[config.mk]
export PLATFORM = sky130hd
export DESIGN_NAME = stack_eval_unit
export DESIGN_NICKNAME = d
export VERILOG_FILES = /design/src/rtl/stack_eval_unit.sv
export SDC_FILE = /design/constraint.sdc
export NUM_CORES = 1
export LEC_CHECK = 0
export BUFFER_PORTS_ARGS = -buffer_cell sky130_fd_sc_hd__buf_2
export CORE_UTILIZATION = 44
export CTS_CLUSTER_SIZE = 12
export DETAILED_ROUTE_END_ITERATION = 10
export PLACE_DENSITY = 0.68
export SLEW_MARGIN = 40
export SYNTH_ARGS = -nofsm -noshare
export SYNTH_HDL_FRONTEND = slang
export SYNTH_SLANG_ARGS = --single-unit
[constraint.sdc]
create_clock -name clk -period 15.7 [get_ports clk]
set_input_delay 0 -clock clk [delete_from_list [all_inputs] [get_ports clk]]
set_output_delay 0 -clock clk [all_outputs]
set_load 0.02 [all_outputs]
[src/rtl/stack_eval_unit.sv]
// Expression evaluator between an operand stack and an operator stack.
// Pops one operator and two operands, pushes the result, and repeats until the operator stack is empty.
module stack_eval_unit #(
   parameter int DW   = 8,
   parameter int SAT  = 0,
   parameter int CNTW = 4
) (
   input  logic            clk,
   input  logic            reset,
   input  logic            start,
   input  logic [DW-1:0]   opndSTK_Dout,
   input  logic            opndSTK_empty,
   input  logic [1:0]      opSTK_Dout,
   input  logic            opSTK_empty,
   output logic            opndSTK_pop,
   output logic            opndSTK_push,
   output logic [DW-1:0]   opndSTK_Din,
   output logic            opSTK_pop,
   output logic [1:0]      op,
   output logic [DW-1:0]   R,
   output logic            busy,
   output logic            complete,
   output logic            error,
   output logic [1:0]      err_code,
   output logic            ovf,
   output logic [CNTW-1:0] ops_cnt
);

   typedef enum logic [3:0] {
      S_IDLE   = 4'd0,
      S_FETCH  = 4'd1,
      S_POP_B  = 4'd2,
      S_POP_A  = 4'd3,
      S_EXEC   = 4'd4,
      S_PUSH   = 4'd5,
      S_FINAL  = 4'd6,
      S_CHKEND = 4'd7,
      S_DONE   = 4'd8,
      S_ERR    = 4'd9
   } state_t;

   state_t          r_state;
   state_t          w_next;
   logic [1:0]      w_code;
   logic [DW-1:0]   r_a;
   logic [DW-1:0]   r_b;
   logic [DW-1:0]   r_res;
   logic [DW-1:0]   r_fin;
   logic [DW-1:0]   r_R;
   logic [1:0]      r_op;
   logic            r_error;
   logic [1:0]      r_err_code;
   logic            r_ovf;
   logic [CNTW-1:0] r_ops_cnt;
   logic [DW:0]     w_sum;
   logic [DW:0]     w_diff;
   logic [2*DW-1:0] w_prod;
   logic [DW-1:0]   w_quot;
   logic [DW-1:0]   w_res;
   logic            w_ovf;

   // Arithmetic on the latched operands; a is the deeper operand, b the top.
   always_comb begin
      w_sum  = {1'b0, r_a} + {1'b0, r_b};
      w_diff = {1'b0, r_a} - {1'b0, r_b};
      w_prod = {{DW{1'b0}}, r_a} * {{DW{1'b0}}, r_b};
      if (r_b == {DW{1'b0}}) begin
         w_quot = {DW{1'b0}};
      end else begin
         w_quot = r_a / r_b;
      end
      w_res = {DW{1'b0}};
      w_ovf = 1'b0;
      case (r_op)
         2'b00: begin
            w_ovf = w_sum[DW];
            if (w_sum[DW] && (SAT != 32'sd0)) w_res = {DW{1'b1}};
            else                              w_res = w_sum[DW-1:0];
         end
         2'b01: begin
            // a borrow out of the extended subtract means a < b
            w_ovf = w_diff[DW];
            if (w_diff[DW] && (SAT != 32'sd0)) w_res = {DW{1'b0}};
            else                               w_res = w_diff[DW-1:0];
         end
         2'b10: begin
            w_ovf = |w_prod[2*DW-1:DW];
            if (w_ovf && (SAT != 32'sd0)) w_res = {DW{1'b1}};
            else                          w_res = w_prod[DW-1:0];
         end
         2'b11: begin
            w_ovf = 1'b0;
            w_res = w_quot;
         end
         default: begin
            w_ovf = 1'b0;
            w_res = {DW{1'b0}};
         end
      endcase
   end

   // State register.
   always_ff @(posedge clk or negedge reset) begin
      if (!reset) r_state <= S_IDLE;
      else        r_state <= w_next;
   end

   // Next-state logic and the error code that accompanies an ERR transition.
   always_comb begin
      w_next = r_state;
      w_code = 2'b00;
      case (r_state)
         S_IDLE:   if (start) w_next = S_FETCH; else w_next = S_IDLE;
         S_FETCH:  if (opSTK_empty) w_next = S_FINAL; else w_next = S_POP_B;
         S_POP_B: begin
            if (opndSTK_empty) begin w_next = S_ERR; w_code = 2'b01; end
            else               w_next = S_POP_A;
         end
         S_POP_A: begin
            if (opndSTK_empty) begin w_next = S_ERR; w_code = 2'b01; end
            else               w_next = S_EXEC;
         end
         S_EXEC: begin
            if ((r_op == 2'b11) && (r_b == {DW{1'b0}})) begin w_next = S_ERR; w_code = 2'b10; end
            else                                         w_next = S_PUSH;
         end
         S_PUSH:   w_next = S_FETCH;
         S_FINAL: begin
            if (opndSTK_empty) begin w_next = S_ERR; w_code = 2'b01; end
            else               w_next = S_CHKEND;
         end
         S_CHKEND: begin
            if (!opndSTK_empty) begin w_next = S_ERR; w_code = 2'b11; end
            else                w_next = S_DONE;
         end
         S_DONE:   w_next = S_IDLE;
         S_ERR:    w_next = S_IDLE;
         default:  w_next = S_IDLE;
      endcase
   end

   // Datapath and status registers; R is committed only once the stack is known to be clean.
   always_ff @(posedge clk or negedge reset) begin
      if (!reset) begin
         r_a        <= {DW{1'b0}};
         r_b        <= {DW{1'b0}};
         r_res      <= {DW{1'b0}};
         r_fin      <= {DW{1'b0}};
         r_R        <= {DW{1'b0}};
         r_op       <= 2'b00;
         r_error    <= 1'b0;
         r_err_code <= 2'b00;
         r_ovf      <= 1'b0;
         r_ops_cnt  <= {CNTW{1'b0}};
      end else begin
         case (r_state)
            S_IDLE: begin
               if (start) begin
                  r_error    <= 1'b0;
                  r_err_code <= 2'b00;
                  r_ovf      <= 1'b0;
                  r_ops_cnt  <= {CNTW{1'b0}};
               end
            end
            S_FETCH:  if (!opSTK_empty)   r_op  <= opSTK_Dout;
            S_POP_B:  if (!opndSTK_empty) r_b   <= opndSTK_Dout;
            S_POP_A:  if (!opndSTK_empty) r_a   <= opndSTK_Dout;
            S_EXEC: begin
               if (w_next == S_PUSH) begin
                  r_res <= w_res;
                  r_ovf <= r_ovf | w_ovf;
               end
            end
            S_PUSH:   r_ops_cnt <= r_ops_cnt + CNTW'(1);
            S_FINAL:  if (!opndSTK_empty) r_fin <= opndSTK_Dout;
            S_CHKEND: if (opndSTK_empty)  r_R   <= r_fin;
            default:  r_ops_cnt <= r_ops_cnt;
         endcase
         if (w_next == S_ERR) begin
            r_error    <= 1'b1;
            r_err_code <= w_code;
         end
      end
   end

   // Stack strobes and handshake outputs decoded from the current state.
   always_comb begin
      opSTK_pop    = 1'b0;
      opndSTK_pop  = 1'b0;
      opndSTK_push = 1'b0;
      busy         = 1'b0;
      complete     = 1'b0;
      case (r_state)
         S_FETCH: begin
            busy      = 1'b1;
            opSTK_pop = !opSTK_empty;
         end
         S_POP_B, S_POP_A, S_FINAL: begin
            busy        = 1'b1;
            opndSTK_pop = !opndSTK_empty;
         end
         S_EXEC, S_CHKEND: busy = 1'b1;
         S_PUSH: begin
            busy         = 1'b1;
            opndSTK_push = 1'b1;
         end
         S_DONE, S_ERR: complete = 1'b1;
         default:       busy     = 1'b0;
      endcase
   end

   assign opndSTK_Din = r_res;
   assign op          = r_op;
   assign R           = r_R;
   assign error       = r_error;
   assign err_code    = r_err_code;
   assign ovf         = r_ovf;
   assign ops_cnt     = r_ops_cnt;

endmodule
==> results of run 1 <==
-- worst reg2reg max path, delay by kind of cell (launching register included) --
family | cells | cell delay, ps
muxes | 2 | 600
AOI/OAI and AO/OA | 25 | 5610
buffers and inverters | 3 | 540
and+or+nand+nor | 8 | 2070
DFF | 1 | 550
adders and majority gates | 7 | 1920
-- cell type report --
type / count / area [sq um]
Timing Repair Buffer: 58 / 350
Tap cell: 184 / 230
Clock buffer: 5 / 125
Sequential cell: 54 / 1350
Fill cell: 1370 / 7320
Clock inverter: 3 / 26.3
Multi-Input combinational cell: 596 / 4860
Inverter: 87 / 327
-- what timing repair did --
item                      CTS  global route
hold buffers               11             0
hold endpoints to repair   80             0
resized for setup           0             0
-- through the flow --
step	std cells	hold slack [ps]	cell area, sq um
after floorplan	759	-296	6620
after global placement	968	185	7000
after detailed placement	968	193	7010
after CTS	987	41.7	7270
after global routing	987	100	7270
final	987	35.6	7270
-- logic make-up after synthesis --
group / count (synthesis) / synth area share
mux: 38 / 0.0646
simple gates: 229 / 0.172
fa+ha+maj: 130 / 0.289
xor+xnor: 26 / 0.0344
flops: 54 / 0.204
compound gates: 173 / 0.173
buf+inv: 109 / 0.0635
-- registers in the layout, indices dropped and copies added, names as in the netlist --
name         flops
R                8
opndSTK_Din      8
r_a              8
r_b              8
r_fin            8
ops_cnt          4
r_state          4
err_code         2
op               2
error            1
ovf              1
-- cell usage in the layout (no fill, tap or decap), drive strengths merged, types with 5 or more instances in the layout --
master	instances
a211oi	10
a21o	7
a21oi	40
and2	34
buf	47
clkbuf	5
dfrtp	54
dlygate4sd3	11
fa	38
ha	92
inv	86
mux2	35
nand2	52
nand2b	7
nand3	8
nor2	74
nor3	21
nor4	5
o21a	14
o21ai	48
o31ai	7
or3	5
xnor2	22
-- worst max path at each step --
| stage | startpoint | endpoint |
|---|---|---|
| after floorplan | r_b[5] | opndSTK_Din[0] |
| after global placement | r_b[4] | opndSTK_Din[0] |
| after detailed placement | r_b[5] | opndSTK_Din[0] |
| after CTS | r_b[5] | opndSTK_Din[0] |
| after global routing | r_b[7] | opndSTK_Din[0] |
| final | r_b[6] | opndSTK_Din[0] |
-- per-layer routing --
metal,global-route usage,vias to the layer above
met4,0.0588,2
li1,-,2727
met3,0.0391,19
met5,0,-
met1,0.315,2723
met2,0.359,175
==> flow_metrics.py, run 1 <==
metrics = {
    "outcome": {
        "status": "finished, final reports clean",
    },
    "yosys": {
        "async_reset_ff_frac": 1.00,
        "syn_area_sq_um": 6620,
        "synth_top_area_share": 0.204,
        "ys_types": 70,
        "yosysSeqAreaShare": 0.204,
        "syn_nets": 904,
        "ys.flop_type": "dfrtp_1",
        "synth-seq-cells": 54,
        "synth_warnings": 0,
        "synth_area_per_cell_sq_um": 8.73,
        "synth.most_common_cell": "ha_1",
        "synth_common_cells": "ha_1 (92), inv_1 (84), nor2_1 (72)",
        "synth_edf_count": 0,
        "synthesis.instances": 759,
        "yosys-top-cells-area": "dfrtp_1 (20%), ha_1 (17%), fa_1 (11%)",
        "yosysTopAreaCell": "dfrtp_1",
    },
    "worst_hold_path": {
        "hold_depth": 3,
        "worstHoldStart": "opSTK_empty",
        "hold_end": "op[0]",
        "hp-class": "in2reg",
    },
    "timing": {
        "fin_crit_sh": 0.724,
        "setup_viol": 0,
        "setup_ws_ps": 4330,
        "fmax_mhz": 87.9,
        "rsz0062_at_grt": "false",
        "final_max_slew_viol_count": 0,
        "worst_pin_slew_ps": 743,
        "fin_setup_tns_ps": 0,
        "hold_viol": 0,
        "skew_ps": 19.5,
        "fin_crit_ps": 11370,
        "relSlewSlack": 0.501,
    },
    "floorplanning": {
        "core.rowCount": 44,
        "fp.coreArea_sq_um": 14600,
        "die_w_microns": 125,
        "start_util": 0.454,
        "die_y_microns": 125,
        "io_pins": 46,
        "dieArea_sq_um": 15500,
    },
    "global_route": {
        "grt_usage": 0.226,
        "grt_pass1_vias": 5452,
        "grt_start_max_net_pins": 55,
        "globalRoute.totalOverflow": 0,
        "grt_pass1_wl_mm": 28.1,
        "antenna_found_initial": 1,
    },
    "routing": {
        "ant_nets": 0,
        "met1_length_mm": 7.84,
        "via_count": 5646,
        "drc_errors": 0,
        "met3WireLength_mm": 1.16,
        "met2_length_mm": 7.70,
        "avgRoutedWirePerCell_microns": 17.2,
        "wirelength_mm": 17.0,
        "dr.pass1.iters": 8,
        "vias_per_cell": 5.72,
        "dr.max_layer_used": "met5",
        "initialDrtViolationCount": 392,
    },
    "setup_path": {
        "critPathMaxStageDelay_ps": 620,
        "cp_top_family": "compound AO/OA/AOI/OAI gates",
        "reg2reg_depth": 45,
        "r2r_slack_ps": 4330,
        "crit_path_frequent_cell": "ha_1",
        "worst_path_max_delay_cell": "o21ai_1",
        "path_buf_inv": 3,
        "cp_max_fo": 15,
        "start_kind": "flop",
        "r2r_start": "r_b[6]",
        "crit_cells": 45,
        "crit_type": "reg2reg",
        "cp-end-kind": "flop",
        "required_ps": 15900,
        "r2r_end": "opndSTK_Din[0]",
        "cp.arrival_ps": 11570,
    },
    "clock_tree": {
        "cts_buffers": 5,
        "cts_max_level": 2,
        "clock_path_buffers": 2,
        "insertion_delay_ps": 320,
        "cts.sinks": 54,
        "postCtsSetupRepairBufs": 0,
        "cts.clk_slew.worst_paths_ps": 90,
        "cts_tree": "done",
        "root_buffer": "clkbuf_16",
    },
    "cells_and_area": {
        "syn_to_final_growth_pct": 9.73,
        "fin_util": 0.498,
        "drive_gt1_frac": 0.136,
        "nNetsFinal": 947,
        "antennaDiodeCount": 0,
    },
    "place": {
        "port_buffers": 45,
        "hpwl_mm": 12.9,
        "place_congestion": 0.930,
        "place_ws_ps": 4460,
    },
    "run": {
        "maxCapViolations": 0,
    },
}
Power of run 1 is not shown: default switching activity piles up to over one toggle a cycle in this logic, so the estimate is an artifact.
==> run 2, diff against run 1 <==
- clock period: 15.7 -> 10.6 ns (I/O delays scaled with it)
==> run 2 against run 1 <==
  * Register-to-register slack worse by 3500 ps
  * Flip-flop and latch count unchanged
  * Worst hold slack improved by 34 ps
  * Count of clock-buffer cells in the layout did not move
  * First-iteration DRC count shrank 7.1%
  * Global-route usage decreased by 0.14 points
  * Final cell count increased by 1.5%
  * Fmax grew 16%
  * Utilization rose by 1.1 points
  * Die area unchanged
  * Critical endpoint unchanged
==> flow_metrics.py, run 2 (same netlist as run 1, synthesis figures left out) <==
metrics = {
    "routing": {
        "vias_per_cell": 5.77,
        "dr.pass1.iters": 5,
        "ant_nets": 0,
        "wirelength_mm": 17.3,
        "via_count": 5780,
        "avgRoutedWirePerCell_microns": 17.2,
        "initialDrtViolationCount": 364,
        "drc_errors": 0,
    },
    "timing": {
        "worst_pin_slew_ps": 724,
        "final_max_slew_viol_count": 0,
        "fin_setup_tns_ps": 0,
        "fmax_mhz": 102,
        "rsz0062_at_grt": "false",
        "fin_crit_ps": 9780,
        "setup_viol": 0,
        "fin_crit_sh": 0.923,
        "skew_ps": 9.15,
        "relSlewSlack": 0.517,
        "hold_viol": 0,
    },
    "global_route": {
        "grt_start_max_net_pins": 55,
        "antenna_found_initial": 1,
        "grt_usage": 0.224,
        "globalRoute.totalOverflow": 0,
        "grt_pass1_wl_mm": 28.2,
        "grt_pass1_vias": 5586,
    },
    "cells_and_area": {
        "syn_to_final_growth_pct": 12.1,
        "multi_input_area_sq_um": 4900,
        "n_fill_cell": 1350,
        "fin_util": 0.509,
        "final-seq-area_sq_um": 1350,
        "final_common_cell": "ha_1",
        "drive_gt1_frac": 0.155,
        "final_cell_mix": "ha_1 (92), inv_1 (84), nor2_1 (72)",
        "nNetsFinal": 961,
    },
    "place": {
        "place_congestion": 0.942,
        "hpwl_mm": 12.9,
        "port_buffers": 45,
    },
    "clock_tree": {
        "cts_tree": "done",
        "cts.clk_slew.worst_paths_ps": 90,
        "cts_max_level": 2,
        "root_buffer": "clkbuf_16",
        "insertion_delay_ps": 310,
        "clock_path_buffers": 2,
        "cts_buffers": 5,
        "cts.sinks": 54,
    },
    "floorplanning": {
        "core.rowCount": 44,
        "fp.coreArea_sq_um": 14600,
        "io_pins": 46,
        "start_util": 0.454,
        "die_w_microns": 125,
        "dieArea_sq_um": 15500,
        "die_y_microns": 125,
    },
    "setup_path": {
        "start_kind": "flop",
        "cp-end-kind": "flop",
        "critPathMaxStageDelay_ps": 420,
        "crit_path_frequent_cell": "ha_1",
        "cp_max_fo": 15,
        "required_ps": 10780,
        "cp.arrival_ps": 9960,
        "crit_type": "reg2reg",
        "worst_path_max_delay_cell": "dfrtp_1",
    },
    "run": {
        "maxCapViolations": 0,
    },
    "worst_hold_path": {
        "hp-class": "in2reg",
    },
    "outcome": {
        "status": "finished, final reports clean",
    },
}
==> run 2: what timing repair did <==
action / 4_1_cts / 5_1_grt
hold buffers: 11 / 0
pin swaps: 0 / 2
hold endpoints to repair: 79 / 0
gates resized for setup: 1 / 6
endpoints found under the setup margin: 1 / 1
setup buffers: 0 / 4
==> run 2: path summary, 6_finish.rpt <==
| check | start | endpoint | slack (ps) | depth (start not counted) |
|---|---|---|---|---|
| min in group asynchronous | reset | opndSTK_Din[5] | 380 | 3 |
| max in group asynchronous | reset | ops_cnt[1] | 9750 | 3 |
| worst min register to register | opndSTK_Din[6] | opndSTK_Din[6] | 480 | 2 |
| worst max-delay path | r_b[7] | opndSTK_Din[0] | 820 | 45 |
| worst max register to register | r_b[7] | opndSTK_Din[0] | 820 | 45 |
| worst min-delay path | opSTK_empty | op[0] | 70 | 4 |
==> run 2: final cells by class <==
cell class	count	area share
timing repair buffer	72	0.0613
multi-input combinational	596	0.661
antenna	1	0.000337
tap	184	0.0310
clock inverter	3	0.00388
inverter	87	0.0440
clock buffer	5	0.0169
sequential	54	0.182
==> run 2: worst max-delay path: cells and delay by family, from the launching register on <==
kind                       cells  cell delay [ps]
adders and majority gates      7             1970
AOI/OAI and AO/OA             24             4140
DFF                            1              420
muxes                          2              630
buffers and inverters          4              620
and+or+nand+nor                8             1870
==> run 2: stage by stage <==
stage                     instance area, sq um  hold slack, ps  std cells  setup slack (ps)
after floorplan                           6620            -296        759               759
after global placement                    7070             181        978               348
after detailed placement                  7080             187        978              37.4
after CTS                                 7350            31.4        997               122
after global routing                      7420             111       1001              21.4
final                                     7420            69.2       1002               820
==> run 2: metal layers <==
layer	global-route usage	wire, microns
met1	0.319	8190
met2	0.347	7600
met3	0.0382	1090
met4	0.0659	395
met5	0	0
Power of run 2 is left out for the same reason.
